[src/rtl/cpu_clk_ctrl_pkg.sv]
// Shared board package: CPU clock-controller state encodings and
// board-level constants used by the clock controller and button logic.
package cpu_clk_ctrl_pkg;

  // Depth of every asynchronous-input synchronizer on the board.
  localparam int unsigned SYNC_STAGES = 2;

  // Width of the free-running prescaler.
  localparam int unsigned PRESC_W = 32;

  // Width of the issued-cycle counter.
  localparam int unsigned CYCLE_CNT_W = 32;

  // Controller states; the encoding is also the value driven on mode_o.
  typedef enum logic [1:0] {
    ST_STEP   = 2'b00,
    ST_RUN    = 2'b01,
    ST_HALTED = 2'b10
  } cpu_state_e;

  // True when bit idx of the prescaler goes 0->1 between cur and nxt.
  function automatic logic presc_bit_rise(input logic [PRESC_W-1:0] cur,
                                          input logic [PRESC_W-1:0] nxt,
                                          input logic [4:0]         idx);
    return ~cur[idx] & nxt[idx];
  endfunction

endpackage

[src/rtl/cpu_clk_ctrl_btn_debounce.sv]
// Synchronizer plus debouncer for one mechanical push-button.
// Produces the accepted (debounced) level and a one-cycle pulse on
// each accepted press.
import cpu_clk_ctrl_pkg::*;

module btn_debounce #(
  parameter int unsigned DEBOUNCE_CYCLES = 1000000
) (
  input  logic clk,
  input  logic rst,
  input  logic btn_i,
  output logic level_o,
  output logic rise_o
);

  // Counter only has to reach DEBOUNCE_CYCLES-1; keep at least one bit.
  localparam int unsigned CNT_W = (DEBOUNCE_CYCLES > 1) ? $clog2(DEBOUNCE_CYCLES) : 1;
  localparam logic [CNT_W-1:0] CNT_LAST = CNT_W'(DEBOUNCE_CYCLES - 1);

  logic [SYNC_STAGES-1:0] sync_q;
  logic                   btn_sync;
  logic [CNT_W-1:0]       cnt_q, cnt_d;
  logic                   level_q, level_d;
  logic                   rise_q, rise_d;

  assign btn_sync = sync_q[SYNC_STAGES-1];

  // Bring the raw button into the clk domain before anything looks at it.
  always_ff @(posedge clk or posedge rst) begin
    if (rst) sync_q <= '0;
    else     sync_q <= {sync_q[SYNC_STAGES-2:0], btn_i};
  end

  // Accept a new level only after it has disagreed with the current one
  // for DEBOUNCE_CYCLES consecutive cycles; any agreeing cycle restarts.
  always_comb begin
    cnt_d   = '0;
    level_d = level_q;
    rise_d  = 1'b0;
    if (btn_sync != level_q) begin
      if (cnt_q == CNT_LAST) begin
        level_d = btn_sync;
        rise_d  = btn_sync;
      end else begin
        cnt_d = cnt_q + 1'b1;
      end
    end
  end

  // Debounce state registers.
  always_ff @(posedge clk or posedge rst) begin
    if (rst) begin
      cnt_q   <= '0;
      level_q <= 1'b0;
      rise_q  <= 1'b0;
    end else begin
      cnt_q   <= cnt_d;
      level_q <= level_d;
      rise_q  <= rise_d;
    end
  end

  assign level_o = level_q;
  assign rise_o  = rise_q;

endmodule

[src/rtl/cpu_clk_ctrl.sv]
// CPU clock-enable controller: single-step from a debounced button,
// free-run at a fast or slow prescaled rate, halt on CPU request, and
// count every clock enable issued.
import cpu_clk_ctrl_pkg::*;

module cpu_clk_ctrl #(
  parameter int unsigned DEBOUNCE_CYCLES = 1000000,
  parameter int unsigned FAST_BIT        = 2,
  parameter int unsigned SLOW_BIT        = 25
) (
  input  logic                   clk,
  input  logic                   rst,
  input  logic                   run_sw_i,
  input  logic                   speed_sw_i,
  input  logic                   step_btn_i,
  input  logic                   halt_i,
  input  logic                   clr_cnt_i,
  output logic                   cpu_ce_o,
  output logic [CYCLE_CNT_W-1:0] cycle_cnt_o,
  output logic [1:0]             mode_o
);

  localparam logic [4:0] FAST_IDX = 5'(FAST_BIT);
  localparam logic [4:0] SLOW_IDX = 5'(SLOW_BIT);

  logic [SYNC_STAGES-1:0] run_sync_q;
  logic [SYNC_STAGES-1:0] speed_sync_q;
  logic                   run_on;
  logic                   slow_sel;

  logic                   step_level;
  logic                   step_rise;

  logic [PRESC_W-1:0]     prescaler_q, prescaler_d;
  logic [4:0]             tick_idx;
  logic                   run_tick;

  cpu_state_e             state_q, state_d;
  logic                   ce_req;
  logic                   cpu_ce_q, cpu_ce_d;
  logic [CYCLE_CNT_W-1:0] cycle_cnt_q, cycle_cnt_d;

  assign run_on   = run_sync_q[SYNC_STAGES-1];
  assign slow_sel = speed_sync_q[SYNC_STAGES-1];

  // Synchronize the two slide switches into the clk domain.
  always_ff @(posedge clk or posedge rst) begin
    if (rst) begin
      run_sync_q   <= '0;
      speed_sync_q <= '0;
    end else begin
      run_sync_q   <= {run_sync_q[SYNC_STAGES-2:0], run_sw_i};
      speed_sync_q <= {speed_sync_q[SYNC_STAGES-2:0], speed_sw_i};
    end
  end

  // Step button: synchronized, debounced, one pulse per accepted press.
  btn_debounce #(
    .DEBOUNCE_CYCLES(DEBOUNCE_CYCLES)
  ) u_step_btn (
    .clk    (clk),
    .rst    (rst),
    .btn_i  (step_btn_i),
    .level_o(step_level),
    .rise_o (step_rise)
  );

  // The run tick fires when the selected prescaler bit is about to rise.
  // Looking at the current and next prescaler value (rather than a delayed
  // copy of the bit) means a speed change never produces a spurious tick.
  always_comb begin
    prescaler_d = prescaler_q + 1'b1;
    tick_idx    = slow_sel ? SLOW_IDX : FAST_IDX;
    run_tick    = presc_bit_rise(prescaler_q, prescaler_d, tick_idx);
  end

  // Free-running prescaler; never cleared except by reset.
  always_ff @(posedge clk or posedge rst) begin
    if (rst) prescaler_q <= '0;
    else     prescaler_q <= prescaler_d;
  end

  // Next-state logic; halt outranks run_sw while running.
  always_comb begin
    state_d = state_q;
    unique case (state_q)
      ST_STEP:   if (run_on && !halt_i) state_d = ST_RUN;
      ST_RUN: begin
        if (halt_i)       state_d = ST_HALTED;
        else if (!run_on) state_d = ST_STEP;
      end
      ST_HALTED: if (!run_on) state_d = ST_STEP;
      default:   state_d = ST_STEP;
    endcase
  end

  // Enable source per state; the previous-cycle guard keeps two sources
  // from producing back-to-back enables across a STEP->RUN change.
  always_comb begin
    ce_req = 1'b0;
    unique case (state_q)
      ST_STEP: ce_req = step_rise & step_level;
      ST_RUN:  ce_req = run_tick & ~halt_i;
      default: ce_req = 1'b0;
    endcase
    cpu_ce_d = ce_req & ~cpu_ce_q;
  end

  // Clear wins over a simultaneous increment; the counter wraps naturally.
  always_comb begin
    if (clr_cnt_i) cycle_cnt_d = '0;
    else           cycle_cnt_d = cycle_cnt_q + {{(CYCLE_CNT_W-1){1'b0}}, cpu_ce_q};
  end

  // State, enable and counter registers.
  always_ff @(posedge clk or posedge rst) begin
    if (rst) begin
      state_q     <= ST_STEP;
      cpu_ce_q    <= 1'b0;
      cycle_cnt_q <= '0;
    end else begin
      state_q     <= state_d;
      cpu_ce_q    <= cpu_ce_d;
      cycle_cnt_q <= cycle_cnt_d;
    end
  end

  assign cpu_ce_o    = cpu_ce_q;
  assign cycle_cnt_o = cycle_cnt_q;
  assign mode_o      = state_q;

endmodule

[config.mk]
export PLATFORM = sky130hd
export DESIGN_NAME = cpu_clk_ctrl
export DESIGN_NICKNAME = d
export VERILOG_FILES = /design/src/rtl/cpu_clk_ctrl_pkg.sv /design/src/rtl/cpu_clk_ctrl_btn_debounce.sv /design/src/rtl/cpu_clk_ctrl.sv
export SDC_FILE = /design/constraint.sdc
export NUM_CORES = 1
export LEC_CHECK = 0
export ABC_CLOCK_PERIOD_IN_PS = 3100
export CORE_AREA = 2 2 95 97
export CTS_CLUSTER_SIZE = 40
export DETAILED_ROUTE_END_ITERATION = 10
export DIE_AREA = 0 0 97 99
export DONT_BUFFER_PORTS = 1
export PLACE_DENSITY = 0.73
export SYNTH_ARGS = -nofsm -noshare
export SYNTH_HDL_FRONTEND = slang
export SYNTH_SLANG_ARGS = --single-unit
[constraint.sdc]
create_clock -name clk -period 3.1 [get_ports clk]
set_clock_uncertainty 0.2 [all_clocks]
set_input_delay 0.31 -clock clk [delete_from_list [all_inputs] [get_ports clk]]
set_output_delay 0.31 -clock clk [all_outputs]
set_load 0.02 [all_outputs]
==> metrics.txt, run 1 <==
outcome=complete, no violations; clock latency on the worst-skew pair=350 ps; H-tree levels=3; Final Setup Violations=0; Routed WL=7.85 mm; number of flops mapped to enable cells by yosys=0; top post-synthesis cells by count=dfrtp_1 (89), nor2_1 (44), xnor2_1 (35); synthesized instance count=403; Fin. Hold Viols=0; CTS buffer count=9; clock slew at reported path FFs=90 ps; DIE HEIGHT=99 microns; first-pass GRT wire length=13.8 mm; crit path DAT=2650 ps; Fillers=740; Placed Instance Area=4330 sq um; via/cell ratio=5.64; Mapped Area=4190 sq um; grt ovf=0; CP Class=reg -> reg; met2 Usage GRT=28.8%; initial drt markers=128; Port Buffers=0; worst vdd ir=312 uV; sequential share of the synthesized area=53.1%; drt pass-1 iters=4; Synth warnings=0; max cap viols=0; setup TNS=0 ps; Max Clock Freq=383 MHz; syn_area_per_cell=10.4 sq um; RSZ-0062 raised after global routing=false; Post-CTS Resized=0; io pins=42; Clock Root Buffer=clkbuf_8; top-count cell post-synth=dfrtp_1; max-slew violation count=0; Rel. slew slack=30.7%; Worst EP required=3130 ps; largest area contributor in the netlist=dfrtp_1; Final GP Congestion=0.776; top post-synthesis cells by area=dfrtp_1 (53%), xnor2_1 (7.3%), nor2_1 (3.9%); pre-CTS WS=493 ps; estimated wirelength of the detail-placed design=5.26 mm; largest net degree at the start of global routing=55; Area Overhead vs Synth=9.70%; fraction of registers with async set/reset=100%; minimum clock period=2610 ps; row count=34; NumNets Final=427; CTS tree=built; Most used DFF post-synth=dfrtp_1; crit end category=flip-flop; Top Usage Layer GRT=met2; die footprint=9600 sq um; Synth Register Bits=89; crit path launch type=flip-flop; hold crit path type=in -> reg; initial antenna violation count=0; Core Area=8550 sq um; Die W=97 microns; vias in the first global route=2,928; FF+latch area=2230 sq um; CTS sink count=89; clock buffer depth=2; Leak=0.00189 uW; Residual DRC=0; share of cells above drive strength 1=9.98%; GR Layer Usage met1=23.2%; Worst Path Max Fanout=12; Via Count=2,983; total track usage=17.6%; final core occ=53.8%; Antenna diodes=0; area of the multi-input gates=1880 sq um; min setup slack post-route=488 ps; GR Util met3=5.60%; Post-CTS Setup Repair Bufs=0; pwr dens=439 nW/um^2; Layout Cell Area excl Fill=4600 sq um; WL per Instance=14.8 microns; post-synth top area share=53.1%; Starting Density=49.0%; Final ANT Viol Nets=0; Worst-Margin Slew=1040 ps; Yosys cell types=38; Syn Nets=414; Tcrit/Tclk final=84.3%; Post-CTS Hold Fix Bufs=7
per-stage QoR:
stage	cells	hold WS [ps]	total power [uW]
2_1_floorplan	403	131	1240
3_3_place_gp	506	135	1250
3_5_place_dp	506	137	1250
4_1_cts	529	1.44	2050
5_1_grt	529	16.4	2110
6_report	529	14.2	2020
report_power, final:
group	switching, uW	internal, uW
sequential	10.6	1170
clock	388	392
combinational	40.9	17.4
metal layers:
metal  part of all wire, %  wire length, microns
met5                     0                     0
met4                  0.65                    51
met3                   6.0                   470
met2                    47                  3690
met1                    46                  3630
kinds of logic after synthesis:
kind of cell / count (synthesis) / share of synthesized area [%]
AND/OR/NAND/NOR: 197 / 25.6
flip-flops: 89 / 53.1
XOR/XNOR: 49 / 10.2
AO/OA/AOI/OAI: 29 / 4.21
buffers and inverters: 22 / 2.18
multiplexers: 13 / 3.49
adder cells (fa/ha/maj): 4 / 1.19
flip-flops by register name, summed over array words and instances (netlist names):
register            flops
u_step_btn.level_o      1
u_step_btn.rise_o       1
prescaler_q            26
speed_sync_q            2
u_step_btn.sync_q       2
u_step_btn.cnt_q       20
mode_o                  2
run_sync_q              2
cpu_ce_o                1
cycle_cnt_o            32
layout make-up:
type	instances	share of cell area [%]
clock inverter	5	1.20
clock buffer	11	3.07
inverter	12	1.01
sequential	89	48.4
timing repair buffer	12	2.61
tap	108	2.94
multi-input combinational	292	40.8
cell usage in the layout, fill, tap and decap left out, drive strengths merged, types with 2 or more instances in the layout:
master and count:
ha 4, nand2 28, or3 7, clkinvlp 2, nor2b 14, xor2 14
a21oi 13, and3 5, dfrtp 89, or4b 2, nor4 14, nor3 13
nand3 29, nand4 15, o21ai 8, clkbuf 11, o31ai 6, and2 2
or2 2, clkinv 3, and4 6, nor4b 2, or4 10, xnor2 35
nor2 44, dlygate4sd3 7, buf 5, inv 11, mux2 13
critical path, stage by stage, from the launching register on:
cell     delay [ps]
dfrtp_1         490
ha_1            320
ha_1            310
nand3_1         360
nor4b_1         430
mux2_2          370
final timing paths:
kind                                  from                    to  slack [ps]  cells past startpoint
setup / recovery                  cpu_ce_o       cycle_cnt_o[28]         490                      5
hold / removal                   clr_cnt_i       cycle_cnt_o[18]          10                      2
setup reg to reg                  cpu_ce_o       cycle_cnt_o[28]         490                      5
hold reg to reg            speed_sync_q[0]       speed_sync_q[1]         150                      0
max in group asynchronous              rst       prescaler_q[18]        1620                      3
min in group asynchronous              rst  u_step_btn.cnt_q[11]         390                      2
No activity file was read; power rests on OpenSTA's default activity.
==> run 2: changes to the inputs <==
Settings changed: ABC_CLOCK_PERIOD_IN_PS 3100 to 2500.
Clock period 3.1 ns to 2.5 ns, I/O delays scaled along.
==> run 2 against run 1 <==
Compared with the run above: non-clock buffer count grew 23; worst hold slack improved by 140 ps; clock-buffer cell count is the same; sequential power up 24%; clock power up 27%; sequential share of layout area decreased by 1.9 points; sequential cell count unchanged; register-to-register slack worse by 320 ps; largest power group unchanged; highest routed layer unchanged.
==> metrics.txt, run 2 (synthesized netlist as in run 1, its figures left out) <==
clock power share=39.2%; Post-CTS Resized=0; Worst EP required=2540 ps; pwr dens=530 nW/um^2; clock buffer depth=2; Final Setup Violations=0; Worst Path Max Fanout=5; Reg power frac=57.6%; crit path DAT=2370 ps; row count=34; Post-CTS Setup Repair Bufs=0; clock slew at reported path FFs=80 ps; worst vdd ir=359 uV; Net Sw Power=576 uW; CTS tree=built; CP delay by family, top=simple AND/OR/NAND/NOR gates; Int Pwr=1960 uW; Tcrit/Tclk final=93.3%; CTS buffer count=9; Hold WS=155 ps; Via Count=3,068; Clock Root Buffer=clkbuf_8; cells along the critical path=or4b_1 -> or4_4 -> nor2_1 -> mux2_2; CP Class=reg -> reg; Setup crit start=u_step_btn.cnt_q[12]; largest net degree at the start of global routing=90; max reg flops=32; Post-CTS Hold Fix Bufs=8; Fillers=744; Final ANT Viol Nets=0; crit end category=flip-flop; crit path launch type=flip-flop; Routed WL=8.01 mm; FF+latch area=2230 sq um; area of the multi-input gates=1880 sq um; minimum clock period=2330 ps; max-slew violation count=0; WL per Instance=14.5 microns; RSZ-0062 raised after global routing=false; most frequent cells in the layout=dfrtp_1 (89), nor2_1 (44), xnor2_1 (35); total track usage=17.7%; hold crit path type=reg -> reg; H-tree levels=3; initial antenna violation count=0; Hold Startpoint=speed_sync_q[0]; Rel. slew slack=69.0%; Worst R2R Start=u_step_btn.cnt_q[12]; max cap viols=0; first-pass GRT wire length=13.9 mm; combinational share of power=3.2%; clock latency on the worst-skew pair=350 ps; DIE HEIGHT=99 microns; Buffers & Inverters on Critical Path=0; Residual DRC=0; Antenna diodes=0; Switching Fraction=22.7%; io pins=42; commonest non-fill, non-tap cell in the layout=dfrtp_1; estimated wirelength of the detail-placed design=5.42 mm; NumNets Final=450; Crit-path slowest cell=or4_4; Critical Path Max Stage Delay=590 ps; Worst-Margin Slew=466 ps; Port Buffers=0; setup TNS=0 ps; CTS sink count=89; Max Clock Freq=429 MHz; via/cell ratio=5.57; vias in the first global route=2,960; share of cells above drive strength 1=14.4%; Starting Density=49.0%; grt ovf=0; Leak=0.00201 uW; die footprint=9600 sq um; initial drt markers=88; Die W=97 microns; Final GP Congestion=0.840; Fin. Hold Viols=0; Area Overhead vs Synth=14.1%; outcome=complete, no violations; drt pass-1 iters=4; Core Area=8550 sq um
-- run 2: path summary, 6_finish.rpt --
check / endpoint / slack, ps / cells past startpoint
hold / removal: speed_sync_q[1] / 150 / 0
hold reg to reg: speed_sync_q[1] / 150 / 0
setup / recovery: u_step_btn.level_o / 170 / 4
max in group asynchronous: u_step_btn.cnt_q[11] / 1440 / 3
min in group asynchronous: cycle_cnt_o[4] / 290 / 3
setup reg to reg: u_step_btn.level_o / 170 / 4
-- run 2: power by group through the flow --
stage / logic (uW) / clock network, uW / registers (uW)
floorplan: 51.4 / 0 / 1490
global placement: 61.4 / 0 / 1490
detailed placement: 63.0 / 0 / 1490
CTS: 84.6 / 1020 / 1460
global route: 95.3 / 1090 / 1460
finish: 81.8 / 994 / 1460
-- run 2: cell type report --
class	count	area share [%]
clock inverters	4	1.12
multi-input cells	292	39.2
clock buffers	11	2.95
repair buffers	35	6.38
flip-flops and latches	89	46.5
well taps	108	2.82
inverters	12	1.02
-- run 2: through the flow --
stage / instance area (sq um) / power (uW) / util [%] / std cells / worst slack (ps)
6_report: 4790 / 2540 / 56.0 / 551 / 168
5_1_grt: 4790 / 2650 / 56.0 / 551 / 14.0
4_1_cts: 4790 / 2570 / 56.0 / 551 / 147
3_5_place_dp: 4500 / 1550 / 52.6 / 528 / 172
3_3_place_gp: 4500 / 1550 / 52.6 / 528 / 241
2_1_floorplan: 4200 / 1540 / - / 403 / 211
-- run 2: per-layer routing --
| metal | wire length, microns | track usage (%) | up-vias |
|---|---|---|---|
| met2 | 3730 | 28.6 | 62 |
| met5 | 0 | 0 | - |
| met4 | 120 | 6.93 | 0 |
| li1 | - | - | 1493 |
| met3 | 429 | 5.18 | 12 |
| met1 | 3730 | 22.7 | 1501 |
==> run 3: changes to the inputs <==
Settings changed: HOLD_SLACK_MARGIN from default to 0.08.
==> results of run 3 <==
Final layout, timing and power as in run 2 (identical DEF).
